<file path="config.mk">
export PLATFORM = sky130hd
export DESIGN_NAME = fetch_if_id_stage_flat
export DESIGN_NICKNAME = d
export VERILOG_FILES = /design/src/rtl/fetch_if_id_stage_if.sv /design/src/rtl/fetch_if_id_stage.sv /design/src/flat_wrapper.sv
export SDC_FILE = /design/constraint.sdc
export NUM_CORES = 1
export LEC_CHECK = 0
export ABC_AREA = 1
export CORE_MARGIN = 5
export CORE_UTILIZATION = 45
export CTS_CLUSTER_DIAMETER = 60
export DETAILED_ROUTE_END_ITERATION = 16
export HOLD_SLACK_MARGIN = 0.06
export PLACE_DENSITY = 0.73
export RECOVER_POWER = 25
export SYNTH_ARGS = -nofsm -noshare
export SYNTH_HDL_FRONTEND = slang
export SYNTH_SLANG_ARGS = --single-unit
</file>
<file path="constraint.sdc">
create_clock -name clk -period 3.8 [get_ports clk]
set_clock_uncertainty 0.1 [all_clocks]
set_input_delay 1.14 -clock clk [delete_from_list [all_inputs] [get_ports clk]]
set_output_delay 1.14 -clock clk [all_outputs]
set_load 0.02 [all_outputs]
</file>
<file path="src/rtl/fetch_if_id_stage_if.sv">
// Instruction-memory request/response channel between the fetch stage and the instruction memory.
interface fetch_if_id_stage_if #(
    parameter int unsigned XLEN = 32
);
    logic            imem_req_valid;
    logic            imem_req_ready;
    logic [XLEN-1:0] imem_req_addr;
    logic            imem_rsp_valid;
    logic [XLEN-1:0] imem_rsp_data;

    modport master (
        output imem_req_valid,
        output imem_req_addr,
        input  imem_req_ready,
        input  imem_rsp_valid,
        input  imem_rsp_data
    );

    modport slave (
        input  imem_req_valid,
        input  imem_req_addr,
        output imem_req_ready,
        output imem_rsp_valid,
        output imem_rsp_data
    );
endinterface

</file>
<file path="src/rtl/fetch_if_id_stage.sv">
// Instruction fetch with credit-limited in-order requests, 2-entry response queue and IF/ID register.
// EX redirects squash in-flight responses through a drop counter.
module fetch_if_id_stage #(
    parameter logic [31:0] RESET_PC = 32'h0000_0000,
    parameter int unsigned XLEN     = 32
) (
    input  logic                 clk,
    input  logic                 rst_n,
    fetch_if_id_stage_if.master  imem,
    input  logic                 stall_d,
    input  logic                 flush_d,
    input  logic                 redirect_valid,
    input  logic [XLEN-1:0]      redirect_pc,
    output logic                 valid_d,
    output logic [XLEN-1:0]      instr_d,
    output logic [XLEN-1:0]      pc_d,
    output logic [XLEN-1:0]      pc_plus4_d
);

    localparam int unsigned DEPTH = 2;
    localparam int unsigned CNT_W = 2;
    localparam int unsigned SUM_W = 3;

    logic [XLEN-1:0]  pc;
    logic [CNT_W-1:0] outstanding;
    logic [CNT_W-1:0] drop_cnt;
    logic [CNT_W-1:0] q_count;

    // In-flight PC FIFO: pairs each returning response with its fetch address
    logic [XLEN-1:0]  fl_pc [DEPTH];
    logic             fl_wr;
    logic             fl_rd;

    logic [XLEN-1:0]  q_pc   [DEPTH];
    logic [XLEN-1:0]  q_data [DEPTH];
    logic             q_wr;
    logic             q_rd;

    logic fire_c;
    logic rsp_c;
    logic drop_c;
    logic push_c;
    logic pop_c;

    // Credit: never more requests in flight than free queue slots
    assign imem.imem_req_valid = ((SUM_W'(outstanding) + SUM_W'(q_count)) < SUM_W'(DEPTH))
                                 & ~redirect_valid & rst_n;
    assign imem.imem_req_addr  = pc;

    assign fire_c = imem.imem_req_valid & imem.imem_req_ready;
    assign rsp_c  = imem.imem_rsp_valid;
    assign drop_c = rsp_c & (drop_cnt != '0);
    assign push_c = rsp_c & ~drop_c & ~redirect_valid;
    assign pop_c  = ~flush_d & ~stall_d & (q_count != '0);

    assign pc_plus4_d = pc_d + XLEN'(4);

    always_ff @(posedge clk or negedge rst_n) begin : p_fetch
        if (!rst_n) begin
            pc          <= RESET_PC;
            outstanding <= '0;
            drop_cnt    <= '0;
            q_count     <= '0;
            fl_wr       <= 1'b0;
            fl_rd       <= 1'b0;
            q_wr        <= 1'b0;
            q_rd        <= 1'b0;
            for (int i = 0; i < DEPTH; i++) begin
                fl_pc[i]  <= '0;
                q_pc[i]   <= '0;
                q_data[i] <= '0;
            end
        end else begin
            outstanding <= outstanding + CNT_W'(fire_c) - CNT_W'(rsp_c);
            if (fire_c) begin
                fl_pc[fl_wr] <= pc;
                fl_wr        <= ~fl_wr;
            end
            if (rsp_c) begin
                fl_rd <= ~fl_rd;
            end
            if (redirect_valid) begin
                // Everything still in flight, minus the response retiring now, is stale
                pc       <= redirect_pc & ~XLEN'(3);
                drop_cnt <= outstanding - CNT_W'(rsp_c);
                q_count  <= '0;
                q_wr     <= 1'b0;
                q_rd     <= 1'b0;
            end else begin
                if (fire_c) begin
                    pc <= pc + XLEN'(4);
                end
                if (drop_c) begin
                    drop_cnt <= drop_cnt - CNT_W'(1);
                end
                if (push_c) begin
                    q_pc[q_wr]   <= fl_pc[fl_rd];
                    q_data[q_wr] <= imem.imem_rsp_data;
                    q_wr         <= ~q_wr;
                end
                if (pop_c) begin
                    q_rd <= ~q_rd;
                end
                q_count <= q_count + CNT_W'(push_c) - CNT_W'(pop_c);
            end
        end
    end

    // IF/ID register: flush beats stall beats load
    always_ff @(posedge clk or negedge rst_n) begin : p_ifid
        if (!rst_n) begin
            valid_d <= 1'b0;
            instr_d <= '0;
            pc_d    <= '0;
        end else if (flush_d) begin
            valid_d <= 1'b0;
            instr_d <= '0;
        end else if (stall_d) begin
            valid_d <= valid_d;
        end else if (pop_c) begin
            valid_d <= 1'b1;
            instr_d <= q_data[q_rd];
            pc_d    <= q_pc[q_rd];
        end else begin
            valid_d <= 1'b0;
            instr_d <= '0;
        end
    end

    a_queue_no_overflow: assert property (@(posedge clk) disable iff (!rst_n)
        !(push_c && (q_count == CNT_W'(DEPTH))));

endmodule

</file>
<file path="src/flat_wrapper.sv">
// flat-port wrapper written by rule: the top's interface ports become plain ports
module fetch_if_id_stage_flat 
#(
    parameter logic [31:0] RESET_PC = 32'h0000_0000,
    parameter int unsigned XLEN     = 32
)
  (clk, rst_n, stall_d, flush_d, redirect_valid, redirect_pc, valid_d, instr_d, pc_d, pc_plus4_d, imem_imem_req_valid, imem_imem_req_addr, imem_imem_req_ready, imem_imem_rsp_valid, imem_imem_rsp_data);
  fetch_if_id_stage_if #(.XLEN(XLEN)) imem_i ();
  input  logic clk;
  input  logic rst_n;
  input  logic stall_d;
  input  logic flush_d;
  input  logic redirect_valid;
  input  logic [XLEN-1:0] redirect_pc;
  output logic valid_d;
  output logic [XLEN-1:0] instr_d;
  output logic [XLEN-1:0] pc_d;
  output logic [XLEN-1:0] pc_plus4_d;
  output wire logic [$bits(imem_i.imem_req_valid)-1:0] imem_imem_req_valid;
  output wire logic [$bits(imem_i.imem_req_addr)-1:0] imem_imem_req_addr;
  input wire logic [$bits(imem_i.imem_req_ready)-1:0] imem_imem_req_ready;
  input wire logic [$bits(imem_i.imem_rsp_valid)-1:0] imem_imem_rsp_valid;
  input wire logic [$bits(imem_i.imem_rsp_data)-1:0] imem_imem_rsp_data;
  assign imem_imem_req_valid = imem_i.imem_req_valid;
  assign imem_imem_req_addr = imem_i.imem_req_addr;
  assign imem_i.imem_req_ready = imem_imem_req_ready;
  assign imem_i.imem_rsp_valid = imem_imem_rsp_valid;
  assign imem_i.imem_rsp_data = imem_imem_rsp_data;
  fetch_if_id_stage #(.RESET_PC(RESET_PC), .XLEN(XLEN)) u_core (.clk(clk), .rst_n(rst_n), .imem(imem_i), .stall_d(stall_d), .flush_d(flush_d), .redirect_valid(redirect_valid), .redirect_pc(redirect_pc), .valid_d(valid_d), .instr_d(instr_d), .pc_d(pc_d), .pc_plus4_d(pc_plus4_d));
endmodule
</file>
==> results.cfg <==
[logic_synthesis]
ys_async_sr_fraction = 1.00
synth_top_area_frac = 0.524
ys_warn_count = 0
register_area_share_after_synthesis = 0.524
ys_types = 37
synth.ff_latch_count = 287
yosys.area.top_type = sky130_fd_sc_hd__dfrtp_1
complex_gate_fraction_of_the_synthesized_area = 0.123
syn-cell-area_sq_um = 13700
ys_top_cells_by_area = sky130_fd_sc_hd__dfrtp_1 52%, sky130_fd_sc_hd__nand2_1 14%, sky130_fd_sc_hd__o21ai_0 6.1%
post_synth_fa_ha_maj_area_fraction = 0.00786
synth_edf_count = 0
largest_family_of_logic_cells_by_synthesized_area = simple AND/OR/NAND/NOR gates
synth.area.mux_share = 0.0247
post_synth_inst_count = 1648
synth_xor_xnor_area_share = 0.0141
ys_dominant_reg_cell = sky130_fd_sc_hd__dfrtp_1
avgSynthCellArea_sq_um = 8.31
synthSimpleGateAreaFrac = 0.228

[cells_and_area]
final_cell_mix = 493 x sky130_fd_sc_hd__nand2_1, 284 x sky130_fd_sc_hd__dfrtp_1, 172 x sky130_fd_sc_hd__o21ai_0, 172 x sky130_fd_sc_hd__clkdlybuf4s50_1, 157 x sky130_fd_sc_hd__inv_1
layout_commonest_cell = sky130_fd_sc_hd__nand2_1
finish.net_count = 1892
num_antenna_cells = 0
final_design_area_no_fill_sq_um = 16900
layout.filler_cells = 2689
layout-drive-gt1-share = 0.0866
total_area_of_sequential_cells_sq_um = 7190
area_taken_by_multi_input_logic_gates_sq_um = 5550
syn2layout_area_growth_pct = 23.3

[clock_network]
cts.path.max_buffers = 3
cts.hold.buffers_added = 0
clk_pin_slew_ps = 60
cts.root.buffer_cell = sky130_fd_sc_hd__clkbuf_16
worstSkewPairLatency_ps = 540
total_clock_buffers_created_by_cts = 31
cts_tree = done
htree_num_levels = 1
cts_sinks = 287

[placement]
replace_congestion = 0.878
port-buffer-count = 192
placement.cell_area_sq_um = 15900
dp_slack_ps = 13.8
dp_hpwl_microns = 23400

[sta]
setup_total_negative_slack_ps = 0
relSlewSlack = 0.250
report.final.slew_viol_count = 0
fin_ws_ps = 131
post-route-period-util = 0.966
setup_viol = 0
finalWorstPathRequiredPeriod_ps = 3670
timing.fmax_mhz = 273
tightestPinTransition_ps = 1120
hold_viol_final = 0

[worst_setup_path]
required_time_reported_for_the_critical_path_endpoint_ps = 2560
worst_path_dominant_cell_family = simple AND/OR/NAND/NOR gates
path_cells = ha_1 > nand3_2 > nor3_4 > nand3_1 > nand2_1 > clkdlybuf4s50_1
critical_path_fanouts_max = 4
timing.critical_path.buf_inv = 1
slowest_delay_ps = 600
timing.setup.critical_path_class = reg2out
cpMaxStageDelayCell = sky130_fd_sc_hd__clkdlybuf4s50_1
critical_path_arrival_ps = 2430
cp-end-kind = primary output
startpoint_type = flip-flop

[die]
floorplan.initialDensity = 0.458
boundaryPins = 201
floorplan.die_area_sq_um = 34000
die_width_microns = 184
rows = 63
chipHeight_microns = 184
coreArea_sq_um = 29900

[grt]
first_pass_grt_wire_length_microns = 57300
globalRouteTotalUtil = 0.203
grt_antenna_before_repair = 1
number_of_global_route_vias_before_repair = 11100
maximum_number_of_pins_on_one_net_before_global_route_repair = 94
grt_overflow = 0

[route]
drt_initial_violations = 947
vias = 11400
avgViaCountPerCell = 5.14
antenna_left = 0
detail_route.wirelength_microns = 34800
wl_per_cell_microns = 15.6
pre_antenna_drt_iters = 5
drc = 0

[job]
cap_violations = 0

[power]
power.density_cell_area_nw_per_um2 = 695
vdd.ir_drop.worst_mv = 0.396
p_leak_nw = 8.18

[outcome]
outcome = finished, final reports clean

[min_path]
worst_hold_path_type = reg2reg
-- tightest hold or removal path: stages (launching register included) --
cell and delay, ps:
sky130_fd_sc_hd__dfrtp_1 340, sky130_fd_sc_hd__nand2_1 50, sky130_fd_sc_hd__o21ai_0 60
-- logic make-up after synthesis --
kind of cell	Yosys count
compound gates	279
xor+xnor	22
fa+ha+maj	8
buf+inv	249
flops	287
mux	30
other cells	1
simple gates	772
-- per-stage QoR --
stage | instances | power (mW) | utilization | hold slack (ps)
2_1_floorplan | 1653 | 7.30 | - | 344
3_3_place_gp | 2169 | 8.80 | 0.532 | 358
3_5_place_dp | 2169 | 8.95 | 0.532 | 364
4_1_cts | 2224 | 11.8 | 0.564 | 381
5_1_grt | 2225 | 12.5 | 0.565 | 391
6_report | 2225 | 11.7 | 0.565 | 376
-- flip-flops by register name, summed over array words and instances (netlist names) --
| signal | flops |
|---|---|
| u_core.fl_wr | 1 |
| u_core.q_data | 64 |
| u_core.pc_d | 30 |
| u_core.imem.imem_req_addr | 30 |
| u_core.outstanding | 2 |
| u_core.q_wr | 1 |
| u_core.q_pc | 60 |
| u_core.q_rd | 1 |
| u_core.instr_d | 32 |
| u_core.q_count | 2 |
| u_core.drop_cnt | 2 |
| u_core.valid_d | 1 |
| u_core.fl_rd | 1 |
| u_core.fl_pc | 60 |
-- path summary, 6_finish.rpt --
path,startpoint,depth (start not counted),end,slack [ps]
setup / recovery,u_core.pc_d[3],6,pc_plus4_d[24],130
min in group asynchronous,rst_n,2,u_core.q_data[5],830
hold reg to reg,u_core.fl_pc[17],2,u_core.fl_pc[17],380
setup reg to reg,u_core.drop_cnt[0],7,u_core.q_data[53],1230
max in group asynchronous,rst_n,3,u_core.pc_d[15],1170
hold / removal,u_core.fl_pc[17],2,u_core.fl_pc[17],380
-- power by group --
group,switching [mW],total [mW],internal (mW)
sequential,0.770,4.94,4.17
combinational,2.30,3.97,1.67
clock,1.17,2.82,1.65
total,4.24,11.7,7.49
-- final cells by class --
| type | count | share of cell area |
|---|---|---|
| flip-flops and latches | 287 | 0.425 |
| multi-input cells | 1117 | 0.328 |
| repair buffers | 215 | 0.125 |
| clock buffers | 45 | 0.0514 |
| inverters | 161 | 0.0361 |
| well taps | 390 | 0.0289 |
| clock inverters | 10 | 0.00519 |
-- synthesized netlist by cell type (2+ instances only) --
| cell | n |
|---|---|
| sky130_fd_sc_hd__o21ai_1 | 9 |
| sky130_fd_sc_hd__nor2_1 | 132 |
| sky130_fd_sc_hd__buf_2 | 28 |
| sky130_fd_sc_hd__inv_2 | 3 |
| sky130_fd_sc_hd__xnor2_1 | 2 |
| sky130_fd_sc_hd__clkbuf_1 | 40 |
| sky130_fd_sc_hd__o21ai_2 | 30 |
| sky130_fd_sc_hd__nor2_2 | 5 |
| sky130_fd_sc_hd__buf_4 | 9 |
| sky130_fd_sc_hd__xor2_1 | 20 |
| sky130_fd_sc_hd__nand3_1 | 111 |
| sky130_fd_sc_hd__a31oi_1 | 2 |
| sky130_fd_sc_hd__nand2_1 | 494 |
| sky130_fd_sc_hd__dfrtp_1 | 287 |
| sky130_fd_sc_hd__inv_1 | 157 |
| sky130_fd_sc_hd__o31ai_1 | 32 |
| sky130_fd_sc_hd__o211ai_1 | 32 |
| sky130_fd_sc_hd__a21oi_1 | 3 |
| sky130_fd_sc_hd__o21ai_0 | 168 |
| sky130_fd_sc_hd__nand2_2 | 3 |
| sky130_fd_sc_hd__and3_1 | 2 |
| sky130_fd_sc_hd__mux2_2 | 30 |
| sky130_fd_sc_hd__buf_1 | 3 |
| sky130_fd_sc_hd__ha_1 | 7 |
| sky130_fd_sc_hd__and2_1 | 2 |
| sky130_fd_sc_hd__nor3_1 | 19 |
| sky130_fd_sc_hd__buf_6 | 8 |
-- routing by layer --
metal | vias up | GRT usage | wire [microns]
li1 | 5629 | - | -
met1 | 5453 | 0.307 | 16500
met2 | 313 | 0.319 | 15900
met3 | 39 | 0.0262 | 1850
met4 | 2 | 0.0370 | 519
met5 | - | 0 | 11
-- repair_timing --
action                                  4_1_cts  5_1_grt
endpoints found under the setup margin       15       22
pin swaps                                     0        0
gates resized for setup                      11       31
endpoints found under the hold margin         0        0
buffers inserted                              0        1
Power figures use the tool's default switching activity.
